$ cat config.mk
export PLATFORM = sky130hd
export DESIGN_NAME = cacheline_adapter
export DESIGN_NICKNAME = d
export VERILOG_FILES = /design/src/rtl/cacheline_adapter.sv
export SDC_FILE = /design/constraint.sdc
export NUM_CORES = 1
export LEC_CHECK = 0
export CAP_MARGIN = 20
export CORE_AREA = 3 3 288 290
export CTS_BUF_LIST = sky130_fd_sc_hd__clkbuf_16
export DETAILED_ROUTE_END_ITERATION = 7
export DIE_AREA = 0 0 291 293
export GPL_TIMING_DRIVEN = 0
export MAX_ROUTING_LAYER = met4
export PLACE_DENSITY = 0.49
export SLEW_MARGIN = 10
export SYNTH_ARGS = -nofsm -noshare
export SYNTH_HDL_FRONTEND = slang
export SYNTH_SLANG_ARGS = --single-unit
$ cat constraint.sdc
create_clock -name clk -period 4.69 [get_ports clk]
set_clock_uncertainty 0.05 [all_clocks]
set_input_delay 0.7035 -clock clk [delete_from_list [all_inputs] [get_ports clk]]
set_output_delay 0.7035 -clock clk [all_outputs]
set_load 0.1 [all_outputs]
$ cat src/rtl/cacheline_adapter.sv
// rtl/cacheline_adapter.sv - one 256-bit cache line transfer as a 4-beat 64-bit memory burst
// Optional read-beat address check: define CACHELINE_ADAPTER_ADDR_CHECK_EN
module cacheline_adapter #(
    parameter int BEAT_W = 64,
    parameter int BEATS  = 4
) (
    input  logic                       clk,
    input  logic                       rst,
    input  logic [31:0]                line_addr,
    input  logic                       line_read,
    input  logic                       line_write,
    input  logic [BEAT_W*BEATS-1:0]    line_wdata,
    output logic [BEAT_W*BEATS-1:0]    line_rdata,
    output logic                       line_resp,
    output logic [31:0]                mem_addr,
    output logic                       mem_read,
    output logic                       mem_write,
    output logic [BEAT_W-1:0]          mem_wdata,
    input  logic                       mem_ready,
    input  logic [31:0]                mem_raddr,
    input  logic [BEAT_W-1:0]          mem_rdata,
    input  logic                       mem_rvalid,
    output logic                       err
);
    localparam int LINE_W = BEAT_W * BEATS;
    localparam int CNT_W  = $clog2(BEATS);
    localparam int OFF_W  = $clog2(LINE_W / 8);

    typedef enum logic [2:0] {
        IDLE,
        RD_REQ,
        RD_DATA,
        WR_BURST,
        RESP
    } state_t;

    state_t             state, state_next;
    logic [CNT_W-1:0]   cnt, cnt_next;
    logic [31:0]        addr_q;
    logic               is_rd;
    logic [LINE_W-1:0]  line_buf;
    logic               addr_match;
    logic               beat_take;
    logic               last_beat;
    logic               unused_bits;

`ifdef CACHELINE_ADAPTER_ADDR_CHECK_EN
    // Only the line-number bits identify the beat's owner; the offset bits are free.
    assign addr_match  = (mem_raddr[31:OFF_W] == addr_q[31:OFF_W]);
    assign unused_bits = ^{line_addr[OFF_W-1:0], mem_raddr[OFF_W-1:0]};
`else
    assign addr_match  = 1'b1;
    assign unused_bits = ^{line_addr[OFF_W-1:0], mem_raddr};
`endif

    assign beat_take = (state == RD_DATA) && mem_rvalid && addr_match;
    assign last_beat = (cnt == CNT_W'(BEATS - 1));

    always_ff @(posedge clk) begin
        if (rst) begin
            state    <= IDLE;
            cnt      <= '0;
            addr_q   <= '0;
            is_rd    <= 1'b0;
            line_buf <= '0;
        end else begin
            state <= state_next;
            cnt   <= cnt_next;
            if (state == IDLE && (line_write || line_read)) begin
                addr_q <= {line_addr[31:OFF_W], {OFF_W{1'b0}}};
                is_rd  <= !line_write;
            end
            if (beat_take) begin
                line_buf[BEAT_W*cnt +: BEAT_W] <= mem_rdata;
            end
        end
    end

`ifdef CACHELINE_ADAPTER_ADDR_CHECK_EN
    logic err_q;

    always_ff @(posedge clk) begin
        if (rst) begin
            err_q <= 1'b0;
        end else if (state == RD_DATA && mem_rvalid && !addr_match) begin
            err_q <= 1'b1;
        end
    end

    assign err = err_q;
`else
    assign err = 1'b0;
`endif

    always_comb begin
        state_next = state;
        cnt_next   = cnt;
        line_resp  = 1'b0;
        line_rdata = '0;
        mem_read   = 1'b0;
        mem_write  = 1'b0;
        mem_addr   = '0;
        mem_wdata  = '0;
        case (state)
            IDLE: begin
                // Write wins a simultaneous request so the outcome is deterministic.
                if (line_write) begin
                    state_next = WR_BURST;
                    cnt_next   = '0;
                end else if (line_read) begin
                    state_next = RD_REQ;
                end
            end
            RD_REQ: begin
                mem_read = 1'b1;
                mem_addr = addr_q;
                if (mem_ready) begin
                    state_next = RD_DATA;
                    cnt_next   = '0;
                end
            end
            RD_DATA: begin
                if (beat_take) begin
                    cnt_next = CNT_W'(cnt + 1'b1);
                    if (last_beat) begin
                        state_next = RESP;
                    end
                end
            end
            WR_BURST: begin
                mem_write = 1'b1;
                mem_addr  = addr_q;
                mem_wdata = line_wdata[BEAT_W*cnt +: BEAT_W];
                if (mem_ready) begin
                    cnt_next = CNT_W'(cnt + 1'b1);
                    if (last_beat) begin
                        state_next = RESP;
                    end
                end
            end
            RESP: begin
                line_resp  = 1'b1;
                line_rdata = is_rd ? line_buf : '0;
                state_next = IDLE;
            end
            default: begin
                state_next = IDLE;
            end
        endcase
    end
endmodule

======== Yosys cells after proc, flatten, opt, wreduce, memory -nomap -nowiden ========
Index checks and enable logic that the tools add are counted.
storage, ports and cells
  register bits after elaboration ......... 289
  bits of input ports ..................... 390
  output and inout port bits .............. 356
  word-level logic and storage cells ...... 49
operators by class
  add/sub/neg operators ................... 2
  equal/unequal tests ..................... 10
  shift-type cells ........................ 3
  muxes and demuxes ....................... 20
  reduce and logical (&&, ||, !) cells .... 9
operators by type and width
  kind                       number
  $mux 256                   2
  $bwmux 256                 1
  $shift 64x34->256 const A  1
  $shiftx 256x9->64          1
  $shiftx 64x34->256         1
  $mux 64                    1
  $neg 8->34                 1
  $mux 32                    1
  $mux 3                     6
  $pmux 3 s4                 1
  $mux 2                     4
  $ne 2x2->1 const B         4
  $pmux 2 s4                 1
  $eq 3x2->1 const B         2
  $reduce_and 5->1           1
  $reduce_and 4->1           1
  $reduce_bool 4->1          1
  $eq 3x1->1 const B         1
  $eq 3x3->1 const B         1
  $logic_not 3->1            1
  $mux 1                     3
  $ne 3x3->1 const B         1
  $add 2x1->2 const B        1
  $eq 2x2->1 const B         1
  other kinds (4)            5

======== Depth between registers and ports, before layout ========
  depth in word-level cells ............... 4
  depth in mapped cells ................... 9
  gate-level depth less buffers ........... 5

======== Worst setup path after synthesis ========
OpenSTA, ideal clock, no wires.
  path type ............................... flip-flop to output port
  from .................................... register state[1]
  to ...................................... output port mem_read
  arrival time ............................ 2.820 ns
  slack ................................... 1.116 ns
  cell stages (with the launch flop) ...... 5
  buffers on the path ..................... 3
  cell sequence ........................... dfxtp_1 > buf_2 > clkbuf_1 > clkbuf_1 > nor3_1
between the ends
  cells in the longest elaborated chain, start to end .. 2
ends and longest elaborated chain
  item                    RTL line  RTL
  from (decl)             37        state_t state, state_next;
  from (signal assigned)  67        state <= state_next;
  $eq 3x1->1              104       case (state)
  $mux 1                  104
  to (decl)               16        output logic mem_read,
Every way passes these cells.

======== Worst setup path after layout ========
  from .................................... register cnt[1]
  to ...................................... output port mem_wdata[62]
between the ends
  cells in the longest elaborated chain, start to end .. 2
ends and longest elaborated chain
  item                    RTL line  RTL
  from (decl)             38        logic [CNT_W-1:0] cnt, cnt_next;
  from (signal assigned)  68        cnt <= cnt_next;
  $shiftx 256x9->64       133       mem_wdata = line_wdata[BEAT_W*cnt +: BEAT_W];
  $mux 64                 104
  to (decl)               18        output logic [BEAT_W-1:0] mem_wdata,
Every way passes these cells.

==> flow_metrics.py <==
metrics = {
    "pwr": {
        "swShare": 0.322,
        "power_frac_clock": 0.417,
        "p_comb_frac": 0.234,
        "power.leakage_uw": 0.0112,
        "power_frac_seq": 0.349,
        "vdd_drop_max_uv": 183,
        "p_per_area_nw_per_um2": 281,
        "power_switching_uw": 2340,
        "p_int_uw": 4940,
    },
    "sta": {
        "worst_slew_pin_slew_ns": 1.20,
        "grt_setup_unrepaired": "no",
        "relSlewSlack": 0.200,
        "hold_violations": 0,
        "period_needed_ns": 4.59,
        "post-route-period-util": 0.979,
        "setup-violations-final": 0,
        "final.setup.tns_ns": 0,
        "slew_viol_final": 0,
        "max_freq_ghz": 0.218,
    },
    "yosys": {
        "synth_compound_area_frac": 0.186,
        "ys_seq_area_frac": 0.373,
        "synthCells": 1881,
        "yosys.area_share.adder": 0.00484,
        "synth_top_family_by_area": "simple AND/OR/NAND/NOR gates",
        "ys_ff_latch": 289,
        "synthXorXnorAreaFrac": 0,
        "synth_warnings": 0,
        "synth_simple_gate_area_share": 0.263,
        "syn_avg_cell_area_um2": 8.25,
        "synth.area.mux_share": 0.0954,
        "yosysUniqueCellTypes": 36,
        "syn_area_um2": 15500,
    },
    "clocking": {
        "cts_tree": "built",
        "cts-root-buf": "clkbuf_16",
        "cts_hold_buf": 0,
        "htree_levels": 2,
        "cts.sinks": 289,
        "clock_latency_ns": 0.53,
        "cts_buffers": 38,
        "cts_buffer_depth": 3,
        "clk_pin_slew_ns": 0.06,
        "post-cts-setup-buffers": 0,
    },
    "critical_path": {
        "critPathArrivalTime_ns": 3.84,
        "start_kind": "flip-flop",
        "r2r_end": "line_buf[96]",
        "cp.required_ns": 3.94,
        "critPathCaptureType": "primary output",
        "timing.rr.start": "cnt[1]",
        "crit_type": "flip-flop to primary output",
        "worstPathMaxFanout": 10,
        "r2r_slack_ns": 1.02,
        "worstRegToRegCells": 8,
    },
    "layout": {
        "multi_input_area_um2": 8550,
        "layout.nets": 3051,
        "area_growth_pct": 66.7,
        "seq_area_um2": 5790,
        "final_core_util": 0.321,
        "drive_gt1_frac": 0.0861,
        "nFillCells": 8660,
    },
    "floorplanning": {
        "die_y_um": 293,
        "initial_utilization": 0.193,
        "core_um2": 80500,
        "boundaryPins": 746,
        "rows": 104,
        "die_w_um": 291,
        "dieArea_um2": 85300,
    },
    "min_path": {
        "hold_path_depth": 2,
        "min_path_type": "flip-flop to flip-flop",
        "min_to": "line_buf[218]",
        "min_from": "line_buf[218]",
    },
    "grt": {
        "grt_pass1_vias": 18700,
        "grt_overflow": 0,
        "grt_pass1_wl_um": 147000,
        "grt_usage": 0.248,
        "grt_max_degree": 13,
        "antenna_found_initial": 30,
    },
    "drt": {
        "first_pass_iters": 5,
        "viasPerCell": 4.98,
        "routed_wirelength_um": 108000,
        "ant_nets": 0,
        "drc": 0,
        "wl_per_cell_um": 28.8,
        "vias": 18800,
        "drtIter0Drc": 1327,
    },
    "place": {
        "dp_hpwl_um": 87800,
        "portBuffers": 702,
        "place.gp.congestion": 1.01,
    },
    "run": {
        "drv_cap": 0,
    },
    "run_status": {
        "outcome": "finished clean",
    },
}
## critical path, stage by stage, from the launching register on
cell             delay [ns]
dfxtp_1                0.57
buf_2                  0.34
buf_1                  0.71
mux4_2                 0.34
and3_1                 0.17
clkdlybuf4s50_1        1.14
## per-stage QoR
stage               instances  worst slack [ns]  hold slack, ns  total power (uW)  cell area [um2]
detailed placement       3674             0.319           0.413              4300            24400
global placement         3648             0.287           0.407              4270            23900
floorplan                1886              1.12           0.395              3430            15500
CTS                      3743           0.00263           0.421              7350            25600
finish                   3769            0.0995           0.423              7280            25900
global route             3764          0.000398           0.438              7520            25900
## timing repair
action / in CTS / in global routing
setup endpoints to repair: 71 / 77
gates resized for setup: 49 / 77
pin swaps: 0 / 0
## final cells by class
cell class / count / share of cell area
Clock buffer: 39 / 0.0377
Tap cell: 1060 / 0.0513
Sequential cell: 289 / 0.224
Timing Repair Buffer: 729 / 0.297
Buffer: 279 / 0.0457
Antenna cell: 25 / 0.00242
Multi-Input combinational cell: 1310 / 0.330
Inverter: 8 / 0.00116
Clock inverter: 30 / 0.0112
## power by group through the flow
stage          Combinational [uW]  Clock (uW)  Sequential, uW
2_1_floorplan                 859           0            2580
4_1_cts                      1710        3100            2540
3_5_place_dp                 1710           0            2590
3_3_place_gp                 1680           0            2590
5_1_grt                      1790        3190            2540
6_report                     1700        3040            2540
## logic make-up (layout without fill, tap and decap cells)
group | Yosys count | in the layout
adders and majority gates | 6 | 6
buffers and inverters | 287 | 1085
DFF | 289 | 289
AOI/OAI and AO/OA | 574 | 574
and+or+nand+nor | 656 | 656
muxes | 68 | 68
other | 1 | 31
## synth_stat cells
cell type / instances / area [um2]
and3_1: 320 / 2000
dfxtp_1: 289 / 5790
a21oi_1: 284 / 1420
o21ai_1: 271 / 1360
nand4_1: 256 / 1600
clkbuf_1: 155 / 582
buf_2: 73 / 365
mux4_2: 64 / 1440
buf_1: 41 / 154
nand3_1: 29 / 145
and2_1: 28 / 175
o21ai_0: 12 / 60.1
buf_4: 9 / 67.6
ha_1: 6 / 75.1
inv_1: 5 / 18.8
a211oi_1: 4 / 30.0
mux2i_1: 4 / 40.0
nand2_1: 3 / 11.3
nand2b_1: 3 / 18.8
nor3b_1: 3 / 22.5
inv_2: 2 / 7.51
nand4bb_1: 2 / 22.5
nor2_1: 2 / 7.51
nor2b_1: 2 / 12.5
nor3_1: 2 / 10.0
o211ai_1: 2 / 15.0
a21o_1: 1 / 7.51
and3b_1: 1 / 8.76
and4bb_1: 1 / 12.5
buf_6: 1 / 11.3
clkinv_1: 1 / 3.75
conb_1: 1 / 3.75
nand3b_1: 1 / 7.51
nor4_1: 1 / 6.26
or2_1: 1 / 6.26
or3_1: 1 / 6.26
## registers in the layout (all words and copies together), names as in the netlist
register,count
addr_q,27
cnt,2
is_rd,1
line_buf,256
state,3
## cells in the final DEF (no fill, tap or decap), types with 4 or more instances in the layout
cell,instances
a211oi_1,4
a21oi_1,284
and2_1,28
and3_1,320
buf_1,41
buf_12,23
buf_2,74
buf_4,9
buf_8,4
bufinv_16,6
clkbuf_1,153
clkbuf_16,39
clkdlybuf4s50_1,578
clkinv_1,11
clkinv_2,4
conb_1,6
dfxtp_1,289
diode_2,25
dlygate4sd2_1,46
dlymetal6s2s_1,76
ha_1,6
inv_1,12
mux2i_1,4
mux4_2,64
nand3_1,29
nand4_1,256
o21ai_0,12
o21ai_1,271
## layer usage
metal | vias up | part of all wire | GRT usage
met5 | - | 0 | -
met4 | 0 | 0.039 | 0.106
met3 | 129 | 0.074 | 0.0604
met2 | 796 | 0.51 | 0.435
met1 | 9154 | 0.37 | 0.267
li1 | 8698 | - | -
## how the worst max path moves through the flow
stage	depth (start not counted)	to	start
global placement	4	line_rdata[134]	is_rd
finish	5	mem_wdata[62]	cnt[1]
detailed placement	4	line_rdata[134]	is_rd
CTS	8	line_rdata[141]	state[0]
global route	8	line_rdata[17]	state[0]
floorplan	4	mem_read	state[1]
Note: power is estimated with default switching activity, not from simulation.
